File: src/rtl/irq_ctrl.sv
// irq_ctrl: N_IRQ-channel interrupt controller for the RV32IM core.
// Synchronises raw interrupt lines, keeps edge/level pending state,
// arbitrates by fixed priority (lowest index wins) and runs a single
// outstanding request/ack/done handshake toward the decode stage.
// A four-register config port (ENABLE, MODE, PENDING, STATUS) is
// reachable through the MMU.
module irq_ctrl #(
    parameter  int N_IRQ = 8,
    parameter  int W     = 32,
    localparam int IDW   = $clog2(N_IRQ)
) (
    input  logic             clk,
    input  logic             a_reset_n,
    input  logic [N_IRQ-1:0] irq_ext,
    input  logic             irq_gie,
    output logic             irq_req,
    output logic [IDW-1:0]   irq_id,
    input  logic             irq_ack,
    input  logic             irq_done,
    output logic             irq_active,
    input  logic             cfg_we,
    input  logic [1:0]       cfg_addr,
    input  logic [W-1:0]     cfg_wdata,
    output logic [W-1:0]     cfg_rdata
);

    typedef enum logic [1:0] {
        ST_IDLE    = 2'd0,
        ST_REQ     = 2'd1,
        ST_SERVICE = 2'd2
    } state_t;

    localparam logic [1:0] A_ENABLE  = 2'd0;
    localparam logic [1:0] A_MODE    = 2'd1;
    localparam logic [1:0] A_PENDING = 2'd2;
    localparam logic [1:0] A_STATUS  = 2'd3;

    // Lowest-index set bit of a request vector; zero when the vector is empty.
    function automatic logic [IDW-1:0] lowest_index(input logic [N_IRQ-1:0] vec);
        logic [IDW-1:0] idx;
        idx = '0;
        for (int i = N_IRQ - 1; i >= 0; i--) begin
            idx = vec[i] ? IDW'(i) : idx;
        end
        return idx;
    endfunction

    // One-hot decode of a channel id.
    function automatic logic [N_IRQ-1:0] id_onehot(input logic [IDW-1:0] id);
        logic [N_IRQ-1:0] vec;
        for (int i = 0; i < N_IRQ; i++) begin
            vec[i] = (IDW'(i) == id);
        end
        return vec;
    endfunction

    logic [N_IRQ-1:0] sync0_r, sync1_r, hist_r;
    logic [N_IRQ-1:0] pend_edge_r, enable_r, mode_r;
    logic [N_IRQ-1:0] edge_evt_s, pending_s, eligible_s;
    logic [N_IRQ-1:0] w1c_clr_s, ack_clr_s;
    logic [IDW-1:0]   winner_s, irq_id_r;
    logic             irq_req_r, irq_active_r;
    logic             take_s, ack_take_s;
    logic [W-1:0]     rdata_s;
    state_t           state_r, state_nxt_s;

    // Upper write-data bits have no register behind them.
    generate
        if (W > N_IRQ) begin : g_unused_wdata
            logic unused_wdata_s;
            assign unused_wdata_s = ^cfg_wdata[W-1:N_IRQ];
        end
    endgenerate

    assign edge_evt_s = sync1_r & ~hist_r & mode_r;
    assign pending_s  = (mode_r & pend_edge_r) | (~mode_r & sync1_r);
    assign eligible_s = pending_s & enable_r;
    assign winner_s   = lowest_index(eligible_s);
    assign w1c_clr_s  = (cfg_we && (cfg_addr == A_PENDING)) ?
                        (cfg_wdata[N_IRQ-1:0] & mode_r) : {N_IRQ{1'b0}};
    assign ack_clr_s  = ack_take_s ? id_onehot(irq_id_r) : {N_IRQ{1'b0}};

    // Two-flop synchroniser plus history flop per channel for edge detection.
    always_ff @(posedge clk or negedge a_reset_n) begin
        if (!a_reset_n) begin
            sync0_r <= '0;
            sync1_r <= '0;
            hist_r  <= '0;
        end else begin
            sync0_r <= irq_ext;
            sync1_r <= sync0_r;
            hist_r  <= sync1_r;
        end
    end

    // Edge pending bits: a new edge beats a same-cycle W1C or ack clear.
    always_ff @(posedge clk or negedge a_reset_n) begin
        if (!a_reset_n) begin
            pend_edge_r <= '0;
        end else begin
            pend_edge_r <= (pend_edge_r & ~(w1c_clr_s | ack_clr_s)) | edge_evt_s;
        end
    end

    // ENABLE and MODE configuration registers.
    always_ff @(posedge clk or negedge a_reset_n) begin
        if (!a_reset_n) begin
            enable_r <= '0;
            mode_r   <= '1;
        end else if (cfg_we && (cfg_addr == A_ENABLE)) begin
            enable_r <= cfg_wdata[N_IRQ-1:0];
        end else if (cfg_we && (cfg_addr == A_MODE)) begin
            mode_r   <= cfg_wdata[N_IRQ-1:0];
        end
    end

    // Handshake FSM state register.
    always_ff @(posedge clk or negedge a_reset_n) begin
        if (!a_reset_n) begin
            state_r <= ST_IDLE;
        end else begin
            state_r <= state_nxt_s;
        end
    end

    // Next-state logic: arbitrate in IDLE only, ack beats withdrawal in REQ.
    always_comb begin
        state_nxt_s = state_r;
        take_s      = 1'b0;
        ack_take_s  = 1'b0;
        case (state_r)
            ST_IDLE: begin
                if (irq_gie && (|eligible_s)) begin
                    state_nxt_s = ST_REQ;
                    take_s      = 1'b1;
                end else begin
                    state_nxt_s = ST_IDLE;
                end
            end
            ST_REQ: begin
                if (irq_ack) begin
                    state_nxt_s = ST_SERVICE;
                    ack_take_s  = 1'b1;
                end else if (!irq_gie || !eligible_s[irq_id_r]) begin
                    state_nxt_s = ST_IDLE;
                end else begin
                    state_nxt_s = ST_REQ;
                end
            end
            ST_SERVICE: begin
                if (irq_done) begin
                    state_nxt_s = ST_IDLE;
                end else begin
                    state_nxt_s = ST_SERVICE;
                end
            end
            default: begin
                state_nxt_s = ST_IDLE;
            end
        endcase
    end

    // Registered handshake outputs, derived from the state being entered.
    always_ff @(posedge clk or negedge a_reset_n) begin
        if (!a_reset_n) begin
            irq_req_r    <= 1'b0;
            irq_active_r <= 1'b0;
            irq_id_r     <= '0;
        end else begin
            irq_req_r    <= (state_nxt_s == ST_REQ);
            irq_active_r <= (state_nxt_s == ST_SERVICE);
            if (take_s) begin
                irq_id_r <= winner_s;
            end
        end
    end

    // Config read mux; unimplemented upper bits read as zero.
    always_comb begin
        rdata_s = '0;
        case (cfg_addr)
            A_ENABLE:  rdata_s[N_IRQ-1:0] = enable_r;
            A_MODE:    rdata_s[N_IRQ-1:0] = mode_r;
            A_PENDING: rdata_s[N_IRQ-1:0] = pending_s;
            A_STATUS: begin
                rdata_s[IDW-1:0] = irq_id_r;
                rdata_s[IDW]     = irq_req_r;
                rdata_s[IDW+1]   = irq_active_r;
            end
            default:   rdata_s = '0;
        endcase
    end

    assign irq_req    = irq_req_r;
    assign irq_id     = irq_id_r;
    assign irq_active = irq_active_r;
    assign cfg_rdata  = rdata_s;

endmodule

File: config.mk
export PLATFORM = sky130hd
export DESIGN_NAME = irq_ctrl
export DESIGN_NICKNAME = d
export VERILOG_FILES = /design/src/rtl/irq_ctrl.sv
export SDC_FILE = /design/constraint.sdc
export NUM_CORES = 1
export LEC_CHECK = 0
export CAP_MARGIN = 20
export CORE_AREA = 2 2 89 91
export DETAILED_ROUTE_END_ITERATION = 8
export DIE_AREA = 0 0 91 93
export PLACE_DENSITY = 0.68
export SYNTH_ARGS = -nofsm -noshare
export SYNTH_HDL_FRONTEND = slang
export SYNTH_SLANG_ARGS = --single-unit
File: constraint.sdc
create_clock -name clk -period 3 [get_ports clk]
set_input_delay 0.6 -clock clk [delete_from_list [all_inputs] [get_ports clk]]
set_output_delay 0.6 -clock clk [all_outputs]
set_load 0.05 [all_outputs]
==> out/metrics.cfg <==
[status]
outcome = complete, no violations

[sta]
finalSetupViolations = 0
max-slew-margin-rel_pct = 55.1
rsz0062_at_grt = no
hold_violations = 0
final.setup.tns_ns = 0
worst_pin_slew_ns = 0.674
fin_crit_sh_pct = 88.8
skew_ns = 0.00686
fmax_mhz = 376
min_period_ns = 2.66
drv_slew = 0

[synth]
synthesis.area_sq_um = 2550
synth_cell_types = 37
synthMuxAreaShare_pct = 19.5
ys.flop_type = dfrtp_1
synth.most_common_cell = dfrtp_1
yosysWarnings = 0
async_flop_share_pct = 100
syn_inst = 202
synthAdderAreaFrac_pct = 0
avgSynthCellArea_sq_um = 12.6
synth_top_family_by_area = multiplexers
yosysTopAreaCell = dfrtp_1
synthXorXnorAreaFrac_pct = 0
synth_top_area_share_pct = 46.0
synth_compound_area_share_pct = 8.13
synth_simple_gate_area_share_pct = 10.3
synth_common_cells = dfrtp_1 (47), nand2_1 (30), buf_4 (24)
ys_top_cells_by_area = dfrtp_1 (46%), dfstp_2 (8.2%), buf_4 (7.1%)
seq_area_frac_synth_pct = 54.3
synth_edf_count = 0
ys_seq_elements = 55

[placement]
placed_cell_area_sq_um = 3000
gp_congestion = 0.828
place.port_buffers = 36
place_hpwl_mm = 3.66

[floorplan]
io_pins = 85
initial_utilization_pct = 33.9
die-area_sq_um = 8460
core_area_sq_um = 7530
die_y_um = 93
die-width_um = 91
std_cell_rows = 32

[power]
ir_worst_vdd_uv = 330
p_sw_uw = 939
power.internal_mw = 1.58
swShare_pct = 37.3
comb_power_share_pct = 38.4
power_per_cell_area_nw_per_um2 = 808
power_frac_clock_pct = 19.9
leakage_nw = 1.32
power_frac_seq_pct = 41.7

[clock_tree]
worst_skew_pair.late_latency_ns = 0.30
cts-htree-levels = 2
path_clk_slew_ns = 0.10
cts_buffer_depth = 2
cts_setup_buffers = 0
numCtsBuffers = 5
cts.repair.resized = 0
hold_buffers = 0
cts_tree = done
clock-sinks = 55
cts_root_buffer = clkbuf_8

[flow_run]
maxCapViolCount = 0

[min_path]
hold_class = reg2reg

[critical_path]
end_kind = primary output
cp-start-kind = primary input
path_class = in2out
cp.arrival_ns = 2.06
cp_max_fo = 12
cp.required_ns = 2.40

[cells_and_area]
final_area_sq_um = 3120
nets = 294
n_antenna_cell = 0
drive_gt1_share_pct = 27.5
syn_to_final_growth_pct = 22.0

[grt]
grt.overflow.total = 0
grt_pass1_vias = 1574
antenna_found_initial = 0
track_usage_pct = 12.4
grt_max_degree = 56
grt_pass1_wl_mm = 8.15

[route]
drt_iter0_markers = 126
drc = 0
avgViaCountPerCell = 4.70
routed_wl_mm = 4.92
num_vias = 1642
firstDrtPassIters = 4
antenna_left = 0
wire_per_inst_um = 14.1

## layout by cell type, fill, tap and decap left out, drive strengths merged, types with 2 or more instances in the layout
cell,instances
nand2,35
clkdlybuf4s50,27
o21ai,15
clkbuf,6
o211ai,3
nand2b,2
mux4,7
nand3b,2
dfrtp,47
a21oi,2
nor3,2
nor2b,2
o221ai,6
nand3,2
nand4,2
mux2,24
o22ai,2
conb,24
mux2i,4
nor3b,2
buf,14
dfstp,8
## registers in the layout, summed over array words and instances, names as in the netlist
name	flops
enable_r	8
hist_r	8
mode_r	8
pend_edge_r	8
sync0_r	8
sync1_r	8
irq_id	3
state_r	2
irq_active	1
irq_req	1
## final cells by class
type,count,area [sq um]
fillers,741,4410
flip-flops and latches,55,1390
multi-input cells,142,1060
repair buffers,41,423
well taps,102,128
clock buffers,6,82.6
clock inverters,2,35.0
inverters,1,3.75
## critical path, stage by stage
cell and delay, ns:
clkdlybuf4s50_1 0.51, buf_12 0.16, mux4_1 0.58, buf_4 0.21
## kinds of logic after synthesis
family / count (synthesis)
other: 1
AND/OR/NAND/NOR: 52
AO/OA/AOI/OAI: 31
flip-flops: 55
multiplexers: 35
buffers and inverters: 28
## stage by stage
stage	setup WS (ns)	instances	hold slack, ns	util, %	power (mW)
finish	0.337	349	0.352	41.4	2.52
global route	0.252	349	0.363	41.4	2.66
CTS	0.324	349	0.356	41.4	2.55
detailed placement	0.324	341	0.335	39.8	2.04
global placement	0.335	341	0.331	39.8	2.01
floorplan	0.379	225	0.304	-	1.75
## routing by layer
layer,up-vias,global-route usage [%],wire [um]
met4,0,3.91,67
met5,-,0,0
met1,812,17.2,2340
li1,764,-,-
met3,7,3.55,305
met2,59,19.0,2200
## final timing paths
path | depth (start not counted) | slack, ns | start | to
hold reg to reg | 0 | 0.35 | sync0_r[2] | sync1_r[2]
max in group asynchronous | 2 | 2.14 | a_reset_n | pend_edge_r[7]
hold / removal | 0 | 0.35 | sync0_r[2] | sync1_r[2]
min in group asynchronous | 2 | 0.40 | a_reset_n | sync0_r[4]
setup reg to reg | 5 | 1.11 | mode_r[6] | irq_id[1]
setup / recovery | 4 | 0.34 | cfg_addr[1] | cfg_rdata[1]
## power groups by stage
| stage | logic, mW | clock network (mW) | registers, mW |
|---|---|---|---|
| after floorplan | 0.636 | 0 | 1.12 |
| after global routing | 1.04 | 0.545 | 1.08 |
| after CTS | 0.978 | 0.519 | 1.05 |
| after global placement | 0.952 | 0 | 1.06 |
| after detailed placement | 0.975 | 0 | 1.07 |
| final | 0.967 | 0.500 | 1.05 |
Note: power is estimated with default switching activity, not from simulation.
